## config.mk

```make
export PLATFORM = sky130hd
export DESIGN_NAME = stall_ctrl
export DESIGN_NICKNAME = d
export VERILOG_FILES = /design/src/rtl/stall_ctrl.sv
export SDC_FILE = /design/constraint.sdc
export NUM_CORES = 1
export LEC_CHECK = 0
export BUFFER_PORTS_ARGS = -buffer_cell sky130_fd_sc_hd__buf_2
export CAP_MARGIN = 20
export CORE_MARGIN = 5
export CORE_UTILIZATION = 41
export DETAILED_ROUTE_END_ITERATION = 10
export PLACE_DENSITY = 0.67
export SLEW_MARGIN = 25
export SYNTH_ARGS = -nofsm -noshare
export SYNTH_HDL_FRONTEND = slang
export SYNTH_SLANG_ARGS = --single-unit
```

## constraint.sdc

```tcl
create_clock -name clk -period 4 [get_ports clk]
set_clock_uncertainty 0.2 [all_clocks]
set_input_delay 0 -clock clk [delete_from_list [all_inputs] [get_ports clk]]
set_output_delay 0 -clock clk [all_outputs]
set_load 0.02 [all_outputs]
```

## src/rtl/stall_ctrl.sv

```systemverilog
// Pipeline stall controller for a five-stage core.
// Detects register data hazards between the instruction in D and the
// producers in E/M using the tuse/tnew scheme, tracks the multi-cycle
// HI/LO unit, and keeps a saturating count of stall cycles.
module stall_ctrl #(
    parameter int MULT_CYC = 5,
    parameter int DIV_CYC  = 10
) (
    input  logic        clk,
    input  logic        reset,
    input  logic [4:0]  D_rs,
    input  logic [4:0]  D_rt,
    input  logic [1:0]  D_tuse_rs,
    input  logic [1:0]  D_tuse_rt,
    input  logic [4:0]  E_waddr,
    input  logic [4:0]  M_waddr,
    input  logic [1:0]  E_tnew,
    input  logic [1:0]  M_tnew,
    input  logic        D_is_md,
    input  logic [1:0]  E_md_start,
    output logic        pc_en,
    output logic        d_en,
    output logic        e_clr,
    output logic        md_busy,
    output logic [15:0] stall_cnt
);

    // Busy counter width; holds the larger of the two latencies (up to 15).
    localparam int CNT_W = 4;

    localparam logic [CNT_W-1:0] MULT_LD = CNT_W'(MULT_CYC);
    localparam logic [CNT_W-1:0] DIV_LD  = CNT_W'(DIV_CYC);

    localparam logic [1:0] TUSE_NONE = 2'd3;
    localparam logic [1:0] START_MUL = 2'b01;
    localparam logic [1:0] START_DIV = 2'b10;

    typedef enum logic {
        IDLE = 1'b0,
        BUSY = 1'b1
    } md_state_t;

    md_state_t        state_q, state_d;
    logic [CNT_W-1:0] md_cnt, md_cnt_d;

    logic stall_rs;
    logic stall_rt;
    logic stall_md;
    logic stall;
    logic start_any;

    // A source stalls when a producer in E or M targets it and its value
    // will not be forwardable by the time D's instruction consumes it.
    // Register 0 and unused sources (tuse == 3) never stall. E and M are
    // checked independently so a ready M result cannot mask a late E one.
    function automatic logic src_hazard(
        input logic [4:0] src,
        input logic [1:0] tuse,
        input logic [4:0] e_waddr,
        input logic [1:0] e_tnew,
        input logic [4:0] m_waddr,
        input logic [1:0] m_tnew
    );
        logic e_hit;
        logic m_hit;
        e_hit = (src == e_waddr) && (tuse < e_tnew);
        m_hit = (src == m_waddr) && (tuse < m_tnew);
        return (src != 5'd0) && (tuse != TUSE_NONE) && (e_hit || m_hit);
    endfunction

    // Increment that sticks at all-ones instead of wrapping.
    function automatic logic [15:0] sat_inc(input logic [15:0] val);
        return (val == 16'hFFFF) ? val : val + 16'd1;
    endfunction

    // Encoding 11 is deliberately treated the same as "no start".
    assign start_any = (E_md_start == START_MUL) || (E_md_start == START_DIV);

    // Hazard detection: purely combinational so the stall takes effect in
    // the same cycle the hazard is visible.
    always_comb begin
        stall_rs = src_hazard(D_rs, D_tuse_rs, E_waddr, E_tnew, M_waddr, M_tnew);
        stall_rt = src_hazard(D_rt, D_tuse_rt, E_waddr, E_tnew, M_waddr, M_tnew);
        stall_md = D_is_md && (md_busy || start_any);
        stall    = stall_rs || stall_rt || stall_md;
    end

    // Pipeline enables: freeze PC and D, inject a bubble into E on stall.
    always_comb begin
        pc_en = 1'b1;
        d_en  = 1'b1;
        e_clr = 1'b0;
        if (stall) begin
            pc_en = 1'b0;
            d_en  = 1'b0;
            e_clr = 1'b1;
        end
    end

    // HI/LO busy FSM next state: load on a start from IDLE, count down in
    // BUSY, and ignore any start that arrives while already busy.
    always_comb begin
        state_d  = state_q;
        md_cnt_d = md_cnt;
        case (state_q)
            IDLE: begin
                if (E_md_start == START_MUL) begin
                    md_cnt_d = MULT_LD;
                end else if (E_md_start == START_DIV) begin
                    md_cnt_d = DIV_LD;
                end
                state_d = (md_cnt_d != '0) ? BUSY : IDLE;
            end
            BUSY: begin
                md_cnt_d = md_cnt - 1'b1;
                state_d  = (md_cnt_d == '0) ? IDLE : BUSY;
            end
            default: begin
                md_cnt_d = '0;
                state_d  = IDLE;
            end
        endcase
    end

    // HI/LO busy FSM state register; reset aborts any count in progress.
    always_ff @(posedge clk) begin
        if (reset) begin
            state_q <= IDLE;
            md_cnt  <= '0;
        end else begin
            state_q <= state_d;
            md_cnt  <= md_cnt_d;
        end
    end

    assign md_busy = (state_q == BUSY);

    // Saturating count of every cycle spent stalled.
    always_ff @(posedge clk) begin
        if (reset) begin
            stall_cnt <= 16'd0;
        end else if (stall) begin
            stall_cnt <= sat_inc(stall_cnt);
        end
    end

endmodule

```

==> flow_summary.yaml, run 1 <==
status:
  outcome: "finished, final reports clean"
cts:
  clk_path_buf_depth: 2
  clock_latency_ns: 0.26
  clock-sinks: 21
  post_cts_resize_count: 0
  root_buffer: "clkbuf_8"
  cts_buffers: 3
  cts.clk_slew.worst_paths_ns: 0.08
  cts_tree: "done"
  h-tree-depth: 1
timing:
  fin_crit_sh_pct: 64.2
  tns_ns: 0
  final_max_slew_viol_count: 0
  fin_crit_ns: 2.57
  hold_viol_final: 0
  grt_setup_unrepaired: "false"
  max_freq_ghz: 0.389
  tightestPinTransition_ns: 0.711
  relSlewSlack_pct: 52.3
  setup_slack_ns: 1.43
  setup_viol: 0
cells_and_area:
  areaGrowthSynthToFinish_pct: 22.4
  final_area_um2: 1910
  final_core_util_pct: 52.1
  fillers: 363
  final_cell_mix: "buf_2, dfxtp_1, nor2_1"
  drive_gt1_share_pct: 28.7
  n_antenna_cell: 0
  seqCellArea_um2: 420
  nets: 283
  multi_input_area_um2: 1050
  layout_commonest_cell: "buf_2"
worst_hold_path:
  hold_start: "E_md_start[1]"
  min_path_type: "in -> reg"
  min_to: "md_cnt[2]"
  hold_depth: 4
global_routing:
  overflow: 0
  grt_pass1_wl_mm: 6.29
  grt_pass1_vias: 1454
  antenna_found_initial: 0
  grt_max_degree: 28
  grt_use_total_pct: 14.7
route:
  drtPass1Iterations: 4
  first_iter_violations: 54
  drc: 0
  num_vias: 1500
  routed_wl_mm: 3.66
  wl_per_cell_um: 12.7
  viasPerCell: 5.21
  antenna_left: 0
critical_path:
  reg2regPathDepth: 7
  r2r_start: "stall_cnt[6]"
  endpoint_kind: "flop"
  crit_fanout: 14
  startpoint_type: "flop"
  cp_data_required_time_ns: 3.95
  path_class: "reg -> reg"
  crit-reg2reg-capture: "stall_cnt[5]"
  r2r_setup_slack_ns: 1.43
  worstPathArrival_ns: 2.52
logic_synthesis:
  syn_nets: 231
  yosysUniqueCellTypes: 36
  synth-seq-cells: 21
  avgSynthCellArea_um2: 8.24
  ys_seq_area_share_pct: 27.0
  synth_area_um2: 1560
  synthCells: 189
  ys.warnings.count: 0
power_and_ir_drop:
  irDropWorstVdd_mv: 0.169
  p_per_area_nw_per_um2: 266
  p_leak_nw: 0.822
floorplanning:
  rows: 22
  dieArea_um2: 5130
  fp.dieW_um: 71.6
  initial_core_util_pct: 42.5
  ios: 53
  dieHeight_um: 71.6
  core-area_um2: 3660
place:
  pre_cts_slack_ns: 1.45
  dpl-instance-area_um2: 1850
  dp_hpwl_mm: 2.91
  place_congestion: 0.776
  io_buffers: 52
flow_run:
  cap_viol_max_count: 0
-- state kept, by name, summed over array words and instances (netlist names) --
signal and flops:
stall_cnt 16, md_busy 1, md_cnt 4
-- what timing repair did --
action / CTS / global route
hold endpoints to repair: 6 / 0
buffers inserted: 0 / 0
hold buffers: 1 / 0
setup endpoints to repair: 0 / 0
-- worst max-delay path, cell delays in order, from the launching register on --
cell and delay, ns:
dfxtp_1 0.41, and3_1 0.23, and3_1 0.23, nand3_1 0.12, nor3_2 0.63, buf_4 0.30, nor4_1 0.07, mux2_2 0.27
-- through the flow --
stage	power, mW	instances	hold slack (ns)
CTS	0.513	288	0.0833
global placement	0.370	283	0.238
detailed placement	0.371	283	0.247
finish	0.506	288	0.0710
global route	0.540	288	0.110
floorplan	0.327	189	0.0221
-- worst max path at each step --
stage                             from  slack [ns]            to
final                     stall_cnt[6]        1.43  stall_cnt[5]
after global routing      stall_cnt[6]        1.27  stall_cnt[7]
after CTS                 stall_cnt[0]        1.45  stall_cnt[7]
after detailed placement  stall_cnt[6]        1.45  stall_cnt[7]
after global placement    stall_cnt[2]        1.51  stall_cnt[9]
after floorplan           stall_cnt[0]        1.67  stall_cnt[1]
-- power by group --
| group | switching (mW) | internal, mW |
|---|---|---|
| Clock | 0.0714 | 0.0695 |
| Sequential | 0.0139 | 0.219 |
| Combinational | 0.0740 | 0.0587 |
-- cells in the mapped netlist (all sizes together) --
library cell	instances	share of area [%]
dfxtp	21	27
nor2	15	3.6
inv	13	3.1
a21oi	12	3.9
xnor2	12	6.7
nand3	10	3.2
or4	10	4.8
xor2	10	5.6
ha	9	7.2
nor3	8	2.6
o31ai	8	3.9
and3	6	2.4
a221oi	5	3.6
buf	5	2.3
mux2	5	3.6
nand2	5	1.2
nand4	5	2.0
nor2b	5	2.0
nor4	5	2.4
nand2b	4	1.6
o21ai	4	1.3
clkbuf	3	0.72
a2111oi	1	0.64
a21boi	1	0.48
a22oi	1	0.48
a311oi	1	0.56
mux2i	1	0.64
nand3b	1	0.48
o41ai	1	1.0
or2	1	0.40
or3	1	0.40
-- per-layer routing --
| layer | global-route usage (%) | share of wire (%) | vias to the layer above |
|---|---|---|---|
| li1 | - | - | 793 |
| met1 | 20.1 | 49 | 668 |
| met2 | 23.0 | 45 | 37 |
| met3 | 4.21 | 5.3 | 2 |
| met4 | 2.92 | 0.41 | 0 |
| met5 | 0 | 0 | - |
-- kinds of logic after synthesis --
group           after synthesis  share of synthesized area [%]
fa+ha+maj                     9                           7.23
mux                           6                           4.26
simple gates                 76                           27.1
buf+inv                      21                           6.18
xor+xnor                     22                           12.4
compound gates               34                           15.8
flops                        21                           27.0
-- final cells by class --
type,count,area share (%)
multi-input combinational,147,54.9
tap,48,3.15
timing repair buffer,55,15.0
sequential,21,22.0
clock inverter,1,0.262
clock buffer,3,2.17
inverter,13,2.56
(Power assumes the default switching activity.)
==> run 2: changes to the inputs <==
--- a/config.mk
+++ b/config.mk
@@ -10,7 +10,7 @@
 export CORE_MARGIN = 5
 export CORE_UTILIZATION = 41
 export DETAILED_ROUTE_END_ITERATION = 10
-export PLACE_DENSITY = 0.67
+export PLACE_DENSITY = 0.7
 export SLEW_MARGIN = 25
 export SYNTH_ARGS = -nofsm -noshare
 export SYNTH_HDL_FRONTEND = slang
==> constraint.sdc (replaced) <==
create_clock -name clk -period 2.35 [get_ports clk]
set_clock_uncertainty 0.2 [all_clocks]
set_input_delay 0 -clock clk [delete_from_list [all_inputs] [get_ports clk]]
set_output_delay 0 -clock clk [all_outputs]
set_load 0.02 [all_outputs]
==> run 2 against run 1 <==
Compared with the run above:
- utilization increased by 1.9 points
- worst hold slack improved by 0.0074 ns
- critical path depth down 1
- cell count rose by 2.4%
- first-iteration DRC count fell by 30%
- critical path type unchanged
- die area unchanged
- count of clock-buffer cells in the layout unchanged
- power rose by 72%
- maximum frequency grew 15%
==> flow_summary.yaml, run 2 (synthesis results as in run 1) <==
worst_hold_path:
  min_path_type: "in -> reg"
timing:
  hold_viol_final: 0
  tns_ns: 0
  max_freq_ghz: 0.448
  tightestPinTransition_ns: 0.474
  worst_hold_slack_ns: 0.0784
  grt_setup_unrepaired: "false"
  fin_crit_sh_pct: 95.0
  final_max_slew_viol_count: 0
  fin_crit_ns: 2.23
  relSlewSlack_pct: 68.2
  setup_viol: 0
critical_path:
  path_class: "reg -> reg"
  endpoint_kind: "flop"
  crit_fanout: 4
  cp_data_required_time_ns: 2.34
  startpoint_type: "flop"
  worstPathArrival_ns: 2.23
cts:
  cts_buffers: 3
  cts.clk_slew.worst_paths_ns: 0.07
  clk_path_buf_depth: 2
  clock_latency_ns: 0.26
  root_buffer: "clkbuf_8"
  cts_tree: "done"
  h-tree-depth: 1
  post_cts_buffers: 0
  clock-sinks: 21
floorplanning:
  initial_core_util_pct: 42.5
  dieHeight_um: 71.6
  dieArea_um2: 5130
  rows: 22
  fp.dieW_um: 71.6
  ios: 53
  core-area_um2: 3660
cells_and_area:
  nets: 290
  fillers: 350
  drive_gt1_share_pct: 31.2
  final_cell_mix: "buf_2, dfxtp_1, nor2_1"
  areaGrowthSynthToFinish_pct: 26.9
  largest_register_ff_count: 16
  largest_register: "stall_cnt"
  final_area_um2: 1980
  n_antenna_cell: 0
  fin_cells: 295
  layout_commonest_cell: "buf_2"
status:
  outcome: "finished, final reports clean"
global_routing:
  overflow: 0
  grt_max_degree: 28
  grt_use_total_pct: 14.8
  grt_pass1_wl_mm: 6.28
  grt_pass1_vias: 1421
  antenna_found_initial: 0
place:
  place_congestion: 0.792
  dp.cells: 290
  dp_hpwl_mm: 2.98
  io_buffers: 52
  dpl-instance-area_um2: 1920
power_and_ir_drop:
  p_per_area_nw_per_um2: 441
  irDropWorstVdd_mv: 0.232
  p_leak_nw: 0.863
route:
  num_vias: 1525
  drtPass1Iterations: 4
  routed_wl_mm: 3.73
  wl_per_cell_um: 12.6
  first_iter_violations: 38
  antenna_left: 0
  viasPerCell: 5.17
  drc: 0
flow_run:
  cap_viol_max_count: 0
-- run 2: changes by cell type in the layout (fill, tap and decap cells not counted) --
cell    before  now
and3_1       6    5
and3_4       0    1
buf_4        2    8
buf_12       0    1
-- run 2: path summary, 6_finish.rpt --
check,start,end,slack [ns],depth (start not counted)
worst max-delay path,stall_cnt[8],stall_cnt[15],0.12,6
worst min-delay path,E_md_start[1],md_cnt[2],0.08,4
worst max register to register,stall_cnt[8],stall_cnt[15],0.12,6
worst min register to register,stall_cnt[15],stall_cnt[15],0.30,2
-- run 2: per-stage QoR --
step / setup slack [ns] / utilization, % / power [mW]
6_report: 0.117 / 54.0 / 0.872
5_1_grt: 0.00882 / 54.0 / 0.935
4_1_cts: 0.0954 / 53.9 / 0.886
3_5_place_dp: 0.0296 / 52.3 / 0.649
3_3_place_gp: 0.0539 / 52.3 / 0.645
2_1_floorplan: 0.0204 / - / 0.557
-- run 2: final cells by class --
class                   count  area (um2)  area share [%]
flip-flops and latches     21         420            21.3
well taps                  48        60.1            3.04
multi-input cells         147        1050            53.2
clock inverters             1        5.00           0.253
repair buffers             62         350            17.7
clock buffers               3        41.3            2.09
inverters                  13        48.8            2.47
-- run 2: timing repair --
action	in CTS	in global routing
resized for setup	0	1
endpoints found under the setup margin	0	1
hold buffers	1	0
endpoints found under the hold margin	10	0
-- run 2: report_power, final --
group	switching (mW)	internal (mW)
logic	0.140	0.113
clock network	0.114	0.118
registers	0.0138	0.373
-- run 2: per-layer routing --
layer  global-route usage (%)  up-vias  routed length [um]
met3                     3.65        4                 208
met4                     4.38        0                  44
met1                     20.0      673                1760
li1                         -      813                   -
met2                     23.1       35                1710
met5                        0        -                   0
-- run 2: worst max-delay path, stage by stage, from the launching register on --
cell and delay, ns:
dfxtp_1 0.36, and3_1 0.19, and3_4 0.21, nand3_1 0.11, or4_1 0.55, or4_1 0.41, a21oi_1 0.14
